===== config.mk =====
export PLATFORM = sky130hd
export DESIGN_NAME = lab_4_sweeper
export DESIGN_NICKNAME = d
export VERILOG_FILES = /design/src/rtl/lab_4_pkg.sv /design/src/rtl/lab_4_expect.sv /design/src/rtl/lab_4_sweeper.sv
export SDC_FILE = /design/constraint.sdc
export NUM_CORES = 1
export LEC_CHECK = 0
export CAP_MARGIN = 20
export CORE_AREA = 4 4 74 76
export DETAILED_ROUTE_END_ITERATION = 10
export DIE_AREA = 0 0 78 80
export PLACE_DENSITY = 0.69
export RECOVER_POWER = 25
export SYNTH_ARGS = -nofsm -noshare
export SYNTH_HDL_FRONTEND = slang
export SYNTH_HIERARCHICAL = 1
export SYNTH_SLANG_ARGS = --single-unit

===== constraint.sdc =====
create_clock -name clk -period 2.6 [get_ports clk]
set_input_delay 0.26 -clock clk [delete_from_list [all_inputs] [get_ports clk]]
set_output_delay 0.26 -clock clk [all_outputs]
set_load 0.1 [all_outputs]

===== src/rtl/lab_4_pkg.sv =====
`default_nettype none
// ============================================================================
//  Module      : lab_4_pkg
//  Description : Shared types and colour codes for the lab_4 sweeper.
//  Revision    : 1.0 - initial release
// ============================================================================
package lab_4_pkg;

    localparam int DEFAULT_WIDTH = 2;

    // Colour codes ordered {red, green, blue}
    localparam logic [2:0] RGB_GT = 3'b100;
    localparam logic [2:0] RGB_EQ = 3'b010;
    localparam logic [2:0] RGB_LT = 3'b001;

    typedef enum logic [1:0] {
        IDLE   = 2'd0,
        SETTLE = 2'd1,
        SAMPLE = 2'd2,
        DONE   = 2'd3
    } state_t;

endpackage
`default_nettype wire


===== src/rtl/lab_4_expect.sv =====
`default_nettype none
// ============================================================================
//  Module      : lab_4_expect
//  Description : Golden comparator returning the expected one-hot colour code.
//  Revision    : 1.0 - initial release
// ============================================================================
module lab_4_expect
    import lab_4_pkg::*;
#(
    parameter int WIDTH = DEFAULT_WIDTH
) (
    input  logic [WIDTH-1:0] a,
    input  logic [WIDTH-1:0] b,
    output logic [2:0]       code
);

    always_comb begin
        if (a > b) begin
            code = RGB_GT;
        end else if (a == b) begin
            code = RGB_EQ;
        end else begin
            code = RGB_LT;
        end
    end

endmodule
`default_nettype wire


===== src/rtl/lab_4_sweeper.sv =====
`default_nettype none
// ============================================================================
//  Module      : lab_4_sweeper
//  Description : Sweeps every (a,b) pair, samples the colour response and
//                tallies gt/eq/lt/error counts.
//  Revision    : 1.0 - initial release
// ============================================================================
module lab_4_sweeper
    import lab_4_pkg::*;
#(
    parameter int WIDTH         = DEFAULT_WIDTH,
    parameter int SETTLE_CYCLES = 1,
    parameter int CNT_W         = $clog2(4**WIDTH + 1)
) (
    input  logic               clk,
    input  logic               rst,
    input  logic               start,
    output logic [WIDTH-1:0]   a_out,
    output logic [WIDTH-1:0]   b_out,
    input  logic               red_in,
    input  logic               green_in,
    input  logic               blue_in,
    output logic               busy,
    output logic               done,
    output logic [CNT_W-1:0]   gt_count,
    output logic [CNT_W-1:0]   eq_count,
    output logic [CNT_W-1:0]   lt_count,
    output logic [CNT_W-1:0]   err_count,
    output logic               err_flag,
    output logic [2*WIDTH-1:0] first_err_idx
);

    localparam int IDX_W = 2 * WIDTH;
    localparam int SET_W = (SETTLE_CYCLES < 2) ? 1 : $clog2(SETTLE_CYCLES + 1);
    localparam logic [SET_W-1:0] c_settle_load = SET_W'(SETTLE_CYCLES);

    state_t             r_state, w_state;
    logic [IDX_W-1:0]   r_idx, w_idx;
    logic [SET_W-1:0]   r_settle, w_settle;
    logic               r_busy, w_busy;
    logic               r_done, w_done;
    logic [CNT_W-1:0]   r_gt, w_gt, r_eq, w_eq, r_lt, w_lt, r_err, w_err;
    logic               r_err_flag, w_err_flag;
    logic [IDX_W-1:0]   r_first_err, w_first_err;
    logic [2:0]         w_exp;
    logic [2:0]         w_sample;

    lab_4_expect #(
        .WIDTH (WIDTH)
    ) u_expect (
        .a    (r_idx[IDX_W-1:WIDTH]),
        .b    (r_idx[WIDTH-1:0]),
        .code (w_exp)
    );

    assign w_sample = {red_in, green_in, blue_in};

    always_comb begin
        w_state     = r_state;
        w_idx       = r_idx;
        w_settle    = r_settle;
        w_busy      = r_busy;
        w_done      = r_done;
        w_gt        = r_gt;
        w_eq        = r_eq;
        w_lt        = r_lt;
        w_err       = r_err;
        w_err_flag  = r_err_flag;
        w_first_err = r_first_err;

        case (r_state)
            IDLE, DONE: begin
                // A start from DONE discards the previous sweep's results
                if (start) begin
                    w_idx       = '0;
                    w_gt        = '0;
                    w_eq        = '0;
                    w_lt        = '0;
                    w_err       = '0;
                    w_err_flag  = 1'b0;
                    w_first_err = '0;
                    w_done      = 1'b0;
                    w_busy      = 1'b1;
                    w_settle    = c_settle_load;
                    w_state     = SETTLE;
                end
            end
            SETTLE: begin
                if (r_settle <= SET_W'(1)) begin
                    w_state = SAMPLE;
                end else begin
                    w_settle = r_settle - SET_W'(1);
                end
            end
            SAMPLE: begin
                if (w_sample == w_exp) begin
                    case (w_exp)
                        RGB_GT:  w_gt = r_gt + CNT_W'(1);
                        RGB_EQ:  w_eq = r_eq + CNT_W'(1);
                        RGB_LT:  w_lt = r_lt + CNT_W'(1);
                        default: ;
                    endcase
                end else begin
                    w_err = r_err + CNT_W'(1);
                    if (!r_err_flag) begin
                        w_err_flag  = 1'b1;
                        w_first_err = r_idx;
                    end
                end
                if (r_idx == {IDX_W{1'b1}}) begin
                    w_busy  = 1'b0;
                    w_done  = 1'b1;
                    w_state = DONE;
                end else begin
                    w_idx    = r_idx + IDX_W'(1);
                    w_settle = c_settle_load;
                    w_state  = SETTLE;
                end
            end
            default: w_state = IDLE;
        endcase
    end

    always_ff @(posedge clk) begin
        if (rst) begin
            r_state     <= IDLE;
            r_idx       <= '0;
            r_settle    <= '0;
            r_busy      <= 1'b0;
            r_done      <= 1'b0;
            r_gt        <= '0;
            r_eq        <= '0;
            r_lt        <= '0;
            r_err       <= '0;
            r_err_flag  <= 1'b0;
            r_first_err <= '0;
        end else begin
            r_state     <= w_state;
            r_idx       <= w_idx;
            r_settle    <= w_settle;
            r_busy      <= w_busy;
            r_done      <= w_done;
            r_gt        <= w_gt;
            r_eq        <= w_eq;
            r_lt        <= w_lt;
            r_err       <= w_err;
            r_err_flag  <= w_err_flag;
            r_first_err <= w_first_err;
        end
    end

    assign a_out         = r_idx[IDX_W-1:WIDTH];
    assign b_out         = r_idx[WIDTH-1:0];
    assign busy          = r_busy;
    assign done          = r_done;
    assign gt_count      = r_gt;
    assign eq_count      = r_eq;
    assign lt_count      = r_lt;
    assign err_count     = r_err;
    assign err_flag      = r_err_flag;
    assign first_err_idx = r_first_err;

endmodule
`default_nettype wire


Word level (Yosys, flattened, before mapping)
Index checks and enable logic that the tools add are counted.
{ "totals": {"register_bits": 34, "in_bits": 6, "out_inout_bits": 31, "elab_cells": 86} }
{ "classes": {"n_addsub": 6, "magnitude_cmp": 2, "n_eq_ne": 20, "n_mux": 35, "reduce_logical": 12} }
{ "op_table": {"columns": ["op", "n"], "rows": [
  ["two-way mux 5 bit", 8],
  ["case mux 5 bit (2 select lines)", 4],
  ["adder 5 x 1 -> 5 bit, second input constant", 4],
  ["two-way mux 4 bit", 4],
  ["inequality test 2 bit, second input constant", 8],
  ["case mux 4 bit (2 select lines)", 2],
  ["AND reduction 4 bit", 4],
  ["AND reduction 3 bit", 4],
  ["two-way mux 2 bit", 4],
  ["two-way mux 1 bit", 7],
  ["inequality test 2 x 1 -> 1 bit, second input constant", 3],
  ["case mux 1 bit (2 select lines)", 3],
  ["case mux 2 bit (3 select lines)", 1],
  ["adder 4 x 1 -> 4 bit, second input constant", 1],
  ["equality test 2 bit, second input constant", 2],
  ["equality test 4 bit, second input constant", 1],
  ["equality test 3 x 1 -> 1 bit, second input constant", 1],
  ["equality test 3 x 2 -> 1 bit, second input constant", 1],
  ["equality test 3 bit", 1],
  ["equality test 3 bit, second input constant", 1],
  ["two-way mux 3 bit", 1],
  ["case mux 1 bit (3 select lines)", 1],
  ["equality test 2 x 1 -> 1 bit, second input constant", 1],
  ["equality test 2 bit", 1],
  ["7 further kinds", 7]
]} }

Depth between registers and ports, before layout
Gate-level depths: netlist of the first run.
{ "depth": {"word_depth": 7, "depth_mapped": 8, "mapped_depth_nobuf": 8} }

Hierarchy
The synthesis of the first run kept the hierarchy.
{ "modules_own_cells": {"columns": ["module", "n_inst", "cells_each", "area_each_um2", "seq_area_each_um2"], "rows": [
  ["lab_4_sweeper", 1, 209, 1791.7, 660.6],
  ["lab_4_expect", 1, 10, 75.1, 0.0]
]} }

Least setup slack after synthesis of the first run
Ideal clock, no wire load.
{ "synth_path": {"kind": "flip-flop to flip-flop", "startpoint": "register r_idx[1]", "endpoint": "register r_gt[2], in the netlist gt_count[2]", "setup_ns": 0.074, "arrival_time_ns": 2.761, "required_time_ns": 2.526, "path_slack_ns": -0.236, "path_stages_with_launch": 9, "n_path_buf": 0, "period_less_slack_ns": 2.836, "path_cell_list": "dfxtp_1 -> inv_1 -> ha_1 -> and2_4 -> a21oi_2 -> and4bb_1 -> nand3_2 -> or4b_1 -> a31oi_1"} }
{ "synth_via": {"elab_chain_cells": 6, "elab_cells_between_ends": 9, "classes_between": "order compare (1); eq/ne (5); mux (2); reduce/logical (1)"} }
{ "synth_rtl": {"columns": ["item", "line_no", "rtl"], "rows": [
  ["from (decl)", "lab_4_sweeper.sv:38", "logic [IDX_W-1:0] r_idx, w_idx;"],
  ["from (signal assigned)", "lab_4_sweeper.sv:139", "r_idx <= w_idx;"],
  ["equality test 2 bit", "lab_4_expect.sv:20", "end else if (a == b) begin"],
  ["two-way mux 2 bit", "lab_4_expect.sv:20", null],
  ["two-way mux 3 bit *", "lab_4_expect.sv:18", "if (a > b) begin"],
  ["net w_exp[1]", "lab_4_sweeper.sv:45", "logic [2:0] w_exp;"],
  ["equality test 3 bit (on tied branches)", "lab_4_sweeper.sv:97, lab_4_sweeper.sv:96", null],
  ["inequality test 2 x 1 -> 1 bit (no source line) / inequality test 2 bit (equally long branches)", null, null],
  ["AND reduction 4 bit (no source line) *", null, null],
  ["to (signal assigned)", "lab_4_sweeper.sv:143", "r_gt <= w_gt;"],
  ["to (decl)", "lab_4_sweeper.sv:42", "logic [CNT_W-1:0] r_gt, w_gt, r_eq, w_eq, r_lt, w_lt, r_err, w_err;"]
]} }
The timed path passes the listed nets; every way through them passes the cells marked *.
A chain may end at the register's enable or synchronous reset.

Final worst setup path of the first run
{ "layout_path": {"startpoint": "register r_idx[2]", "endpoint": "register r_lt[0], in the netlist lt_count[0]"} }
{ "layout_via": {"elab_chain_cells": 6, "elab_cells_between_ends": 9, "classes_between": "order compare (1); eq/ne (5); mux (2); reduce/logical (1)"} }
{ "layout_rtl": {"columns": ["item", "line_no", "rtl"], "rows": [
  ["equality test 2 bit", "lab_4_expect.sv:20", null],
  ["two-way mux 2 bit", "lab_4_expect.sv:20", null],
  ["two-way mux 3 bit *", "lab_4_expect.sv:18", null],
  ["net w_exp[0]", "lab_4_sweeper.sv:45", null],
  ["equality test 3 x 1 -> 1 bit / equality test 3 bit (equally long branches)", "lab_4_sweeper.sv:97, lab_4_sweeper.sv:96", null],
  ["inequality test 2 x 1 -> 1 bit (no source line) / inequality test 2 bit (equally long branches)", null, null],
  ["AND reduction 4 bit (no source line) *", null, null],
  ["to (signal assigned)", "lab_4_sweeper.sv:145", "r_lt <= w_lt;"],
  ["to (decl)", "lab_4_sweeper.sv:42", null]
]} }
Marks and branches as above.

==> results of run 1 <==
## layout by cell type, fill, tap and decap left out, types with 6 or more instances in the layout
cell | synthesis | routed
dfxtp_1 | 33 | 29
nand2_1 | 22 | 22
buf_4 | 0 | 21
clkbuf_1 | 6 | 17
a21oi_1 | 16 | 16
nand3_1 | 11 | 11
nor2_1 | 9 | 9
ha_1 | 9 | 9
and3_1 | 8 | 8
inv_1 | 7 | 7
nand2b_1 | 7 | 7
a22o_1 | 7 | 7
o21ai_1 | 7 | 7
a31oi_1 | 6 | 6
nand3b_1 | 6 | 6
clkbuf_8 | 0 | 6
## per-layer routing
layer | up-vias | global-route usage, % | wire length [um]
met3 | 7 | 3.50 | 278
met4 | 0 | 6.64 | 67
met2 | 45 | 24.0 | 2040
met5 | - | 0 | 0
li1 | 883 | - | -
met1 | 838 | 20.8 | 2220
## cell type report
type	instances	share of cell area (%)
multi-input combinational	168	49.4
inverter	7	1.15
clock inverter	1	1.31
tap	67	3.66
timing repair buffer	42	11.7
sequential	33	29.0
clock buffer	7	3.77
## power by group through the flow
stage               clock [mW]  combinational [mW]  sequential, mW
floorplan                    0               0.439           0.693
global placement             0               0.735           0.580
detailed placement           0               0.742           0.579
CTS                      0.513               0.746           0.568
global route             0.542               0.814           0.573
finish                   0.500               0.738           0.567
## registers in the layout, indices dropped and copies added, names as in the netlist
signal	cells
err_count	5
eq_count	5
first_err_idx	4
r_idx	4
err_flag	1
gt_count	5
done	1
lt_count	5
r_state	2
busy	1
## worst register-to-register path, delay by kind of cell (launching register included)
family	cells	cell delay [ns]
compound gates	2	0.47
buf+inv	1	0.06
simple gates	4	0.95
flops	1	0.38
fa+ha+maj	1	0.30
## stage by stage
step | util [%] | power, mW | hold slack, ns | area (um^2) | cells
floorplan | - | 1.13 | 0.450 | 1870 | 219
global placement | 47.3 | 1.31 | 0.465 | 2240 | 317
detailed placement | 47.3 | 1.32 | 0.470 | 2240 | 317
CTS | 49.8 | 1.83 | 0.488 | 2350 | 325
global route | 48.5 | 1.93 | 0.504 | 2290 | 325
finish | 48.5 | 1.81 | 0.476 | 2290 | 325
## worst paths after layout
check,start,end,slack (ns)
hold reg to reg,first_err_idx[0],first_err_idx[0],0.48
setup / recovery,r_idx[2],lt_count[0],0.34
setup reg to reg,r_idx[2],lt_count[0],0.34
hold / removal,first_err_idx[0],first_err_idx[0],0.48
## cell families after synthesis
group / after synthesis / synth area share (%)
buffers and inverters: 18 / 3.95
AND/OR/NAND/NOR: 91 / 28.6
XOR/XNOR: 5 / 2.35
multiplexers: 7 / 3.95
AO/OA/AOI/OAI: 56 / 19.8
adder cells (fa/ha/maj): 9 / 6.03
flip-flops: 33 / 35.4
==> run summary, run 1 <==
YS warnings: 6
Peak supply drop: 393 uV
Slowest cell on the critical path: dfxtp_2
Deepest clock path buffer count: 2
Normalized max-slew margin: 20.9%
Type of the worst min-delay path: reg -> reg
Number of global-route vias before repair: 1616
Worst Max-Slew Pin Slew: 1.19 ns
Port Buffers: 36
Top post-synthesis cells by count: dfxtp_1 (33), nand2_1 (22), a21oi_1 (16), nand3_1 (11)
Ranking of synthesized cells by area: dfxtp_1 (35%), ha_1 (6.0%), nand2_1 (4.4%)
Area added between synthesis and finish: 22.8%
Most common flop cell mapped by yosys: dfxtp_1
Relative contribution of sequential cells to total power: 31.4%
Maximum clock skew at final layout: 0.00587 ns
Number of vias in the routed layout: 1773
Internal power summed over all cells: 1.07 mW
TritonCTS clock tree: built
GRT Util Overall: 15.6%
Avg Cell Area, Syn: 8.52 um^2
PostCTS Resize Cnt: 0
Critical-path cell list: inv_1, ha_1, nand2b_1, a21oi_2, and4bb_2, nand2_1, or3_1, a311oi_1
Slowest cell delay on critical path: 0.38 ns
Final slew viol count: 0
Sw Pwr: 0.734 mW
Clock slew at reported path FFs: 0.07 ns
Number of nets in the synthesized netlist: 234
Die height: 80 um
Final Hold Fails: 0
Initial core utilization: 39.5%
Area enclosed by the die boundary: 6240 um^2
Final WL: 4610 um
Clk root buf: clkbuf_8
Footprint of the multi-input gates: 1130 um^2
Achievable Freq: 442 MHz
Drt first-iter violations: 88
Total setup buffers inserted after CTS: 0
First-pass GRT wire length: 7810 um
Sequential share of the synthesized area: 35.4%
Switching fraction of total power: 40.7%
Static leakage: 0.864 nW
Placement Setup Slack: 0.377 ns
Antenna-violating nets left: 0
Share of async-settable or async-resettable flops after synthesis: 0%
Logic depth of the worst setup path including buffers: 8
Startpoint Class: register
Clock power frac: 27.7%
Seq. cell area: 666 um^2
Core Region: 4720 um^2
Horizontal die dimension: 78 um
Share of final-layout standard cells stronger than drive strength 1: 16.7%
WP data required: 2.79 ns
Type of the worst setup path: reg -> reg
Post-synthesis cell count: 219
Synth area leader: dfxtp_1
H-tree level count: 2
Number of vias per cell: 5.46
Pin count of the biggest net entering global routing: 27
Gpl congestion: 0.797
CP bufs+invs: 1
Most frequently used cell type in the post-synthesis netlist: dfxtp_1
# nets final: 272
Netlist cell types: 46
Placement Rows: 25
Detail-routed net length per standard cell: 14.2 um
Post-route worst setup slack: 0.340 ns
Status: complete, no violations
Number of buffers inserted during clock tree synthesis: 5
CP Max Fanout: 7
DR pass1 iterations: 4
N_diodes: 0
Final setup violating endpoints: 0
Flip-flop and latch count after synthesis: 33
Latest clock arrival within the worst-skew pair: 0.28 ns
Crit path arrival time: 2.45 ns
Post-route fraction of the period consumed by the critical path: 86.9%
Total negative slack for setup checks: 0 ns
Capturing element type of the critical path: register
Setup repair after global routing missed its margin: no
Hold-fix buffers at CTS: 0
Share of power burned in combinational logic: 40.9%
Hold Path Stages: 1
Filler Cell Count: 501
CP top delay family: simple AND/OR/NAND/NOR gates
I/O Pins: 37
Power density normalized to cell area: 788 nW/um^2
Length in cells of the worst reg-to-reg path: 8
Number of maximum-capacitance constraint violations: 0
Half-perimeter wire length after detailed placement: 3340 um
# clock sinks: 33
Initial antenna violation count: 0
Post-synth EDFFs: 0
Residual overflow from global routing: 0
Netlist area before placement: 1870 um^2
Post-detailed-route DRC marker count: 0
Area share of the largest cell type after synthesis: 35.4%
Final critical delay including setup and external delays: 2.26 ns
No activity file was read; power rests on OpenSTA's default activity.
==> inputs of run 2 (changes only) <==
Settings changed: DONT_BUFFER_PORTS set to 1, PLACE_DENSITY 0.69 to 0.59.
==> run 2 against run 1 <==
Against the previous run:
- final area fell by 3.7%
- clock skew up 0.00072 ns
- setup slack got worse by 0.013 ns
- sequential power fell by 2%
- clock power down 26%
- wire length is 2.9% lower
- via count down 4.7%
- global-route usage hardly changed
- non-clock buffer count fell by 6
==> run summary, run 2 (synthesis results as in run 1) <==
Type of the worst min-delay path: in -> reg
Number of buffers inserted during clock tree synthesis: 5 (unchanged)
TritonCTS clock tree: built
Initial antenna violation count: 0 (unchanged)
Area of placed instances: 2180 um^2 (-2.6%)
Capturing element type of the critical path: register
Startpoint Class: register
Placed Cells incl. Taps: 311 (-1.9%)
Setup repair after global routing missed its margin: no
Number of global-route vias before repair: 1611 (-0.31%)
First-pass GRT wire length: 7660 um (-1.9%)
Initial core utilization: 39.5% (unchanged)
Achievable Freq: 440 MHz (-0.55%)
Hold-fix buffers at CTS: 0 (unchanged)
Drt first-iter violations: 74 (-16%)
Latest clock arrival within the worst-skew pair: 0.28 ns (about the same)
Final WL: 4470 um (-2.9%)
Die height: 80 um (unchanged)
Met2 track demand over resource: 24.5% (+0.51 points)
Crit path arrival time: 2.48 ns (+0.03 ns)
DR pass1 iterations: 4 (unchanged)
Antenna-violating nets left: 0 (unchanged)
H-tree level count: 2 (unchanged)
N_diodes: 0 (unchanged)
Post-layout power: 1.65 mW (-8.7%)
Pin count of the biggest net entering global routing: 28 (+3.7%)
Post-detailed-route DRC marker count: 0 (unchanged)
Power density normalized to cell area: 746 nW/um^2 (-5.3%)
Normalized max-slew margin: 7.65% (-13 points)
Met1 track demand over resource: 18.8% (-2.0 points)
Worst Max-Slew Pin Slew: 1.39 ns (+0.193 ns)
Status: complete, no violations
Final Hold Fails: 0 (unchanged)
Post-layout instance area: 2210 um^2 (-3.7%)
Filler Cell Count: 485 (-3.2%)
I/O Pins: 37 (unchanged)
Gpl congestion: 0.801 (+0.41%)
Final slew viol count: 0 (unchanged)
CP Max Fanout: 8 (+1)
Grt met3 use: 7.00% (+3.5 points)
Final setup violating endpoints: 0 (unchanged)
Maximum clock skew at final layout: 0.00659 ns (+0.000715 ns)
WP data required: 2.81 ns (+0.02 ns)
Type of the worst setup path: reg -> reg
Share of final-layout standard cells stronger than drive strength 1: 17.5% (+0.79 points)
Deepest clock path buffer count: 2 (unchanged)
Area enclosed by the die boundary: 6240 um^2 (unchanged)
Number of vias in the routed layout: 1689 (-4.7%)
Horizontal die dimension: 78 um (unchanged)
Total setup buffers inserted after CTS: 0 (unchanged)
# nets final: 266 (-2.2%)
Clock slew at reported path FFs: 0.07 ns (about the same)
Half-perimeter wire length after detailed placement: 3350 um (+0.45%)
Post-route fraction of the period consumed by the critical path: 87.4% (+0.48 points)
Detail-routed net length per standard cell: 14.0 um (-1.1%)
Core Region: 4720 um^2 (unchanged)
Placement Rows: 25 (unchanged)
Peak supply drop: 444 uV (+13%)
PostCTS Resize Cnt: 0 (unchanged)
Most frequent cells in the layout: dfxtp_1 (29), nand2_1 (22), buf_4 (22), a21oi_1 (16), clkbuf_1 (15)
# clock sinks: 33 (unchanged)
Area added between synthesis and finish: 18.3%
Global route hottest layer: met2
Clk root buf: clkbuf_8
Total negative slack for setup checks: 0 ns (unchanged)
Final critical delay including setup and external delays: 2.27 ns (+0.0126 ns)
Port Buffers: 0 (-100%)
GRT Util Overall: 15.5% (-0.018 points)
Number of maximum-capacitance constraint violations: 0 (unchanged)
Residual overflow from global routing: 0 (unchanged)
Static leakage: 0.835 nW (-3.3%)
Fin cells: 319 (-1.8%)
Most frequent standard cell in the layout excluding fill and tap cells: dfxtp_1
Number of vias per cell: 5.29 (-2.9%)
==> run 2: changes by cell type in the layout (fill, tap and decap cells not counted) <==
| cell | previous run | this run |
|---|---|---|
| clkdlybuf4s50_1 | 5 | 0 |
| clkbuf_1 | 17 | 15 |
| clkinv_2 | 0 | 2 |
| buf_4 | 21 | 22 |
| bufinv_16 | 1 | 0 |
| clkbuf_8 | 6 | 5 |
==> run 2: per-stage QoR <==
stage                     utilization, %  hold slack (ns)  setup WS, ns
after floorplan                        -            0.450         0.121
after global placement              46.1            0.331         0.507
after detailed placement            46.1            0.330         0.452
after CTS                           47.9           0.0300         0.428
after global routing                46.8           0.0261         0.198
final                               46.8           0.0388         0.327
==> run 2: final timing paths <==
kind	startpoint	to	slack (ns)	depth (start not counted)
min	rst	eq_count[2]	0.04	1
max reg2reg	r_idx[2]	r_idx[3]	0.33	5
max	r_idx[2]	r_idx[3]	0.33	5
min reg2reg	first_err_idx[1]	first_err_idx[1]	0.48	1
==> run 2: area by class of cell <==
type | instances | area, um^2 | area share, %
clock buffers | 6 | 72.6 | 3.29
clock inverters | 2 | 10.0 | 0.453
inverters | 7 | 26.3 | 1.19
multi-input cells | 168 | 1130 | 51.3
flip-flops and latches | 33 | 666 | 30.1
well taps | 67 | 83.8 | 3.80
repair buffers | 36 | 218 | 9.86
==> run 2: critical path: stages (launching register included) <==
cell	delay, ns
dfxtp_2	0.32
clkbuf_1	0.99
and3_1	0.51
o21ai_0	0.14
o31a_1	0.12
o21ai_1	0.11
==> run 2: layer usage <==
layer | wire, um | vias to the layer above
met1 | 1990 | 771
met2 | 2010 | 43
met3 | 435 | 4
li1 | - | 871
met5 | 0 | -
met4 | 36 | 0
==> run 2: where the power goes <==
group	leakage [nW]	internal (mW)	switching [mW]	total [mW]
combinational	0.521	0.213	0.513	0.726
clock	0.0450	0.185	0.182	0.368
sequential	0.269	0.537	0.0173	0.554
==> inputs of run 3 (changes only) <==
Settings changed: GPL_ROUTABILITY_DRIVEN set to 0.
==> results of run 3 <==
Same layout as run 2: the final DEF is identical, and so are final timing and power.
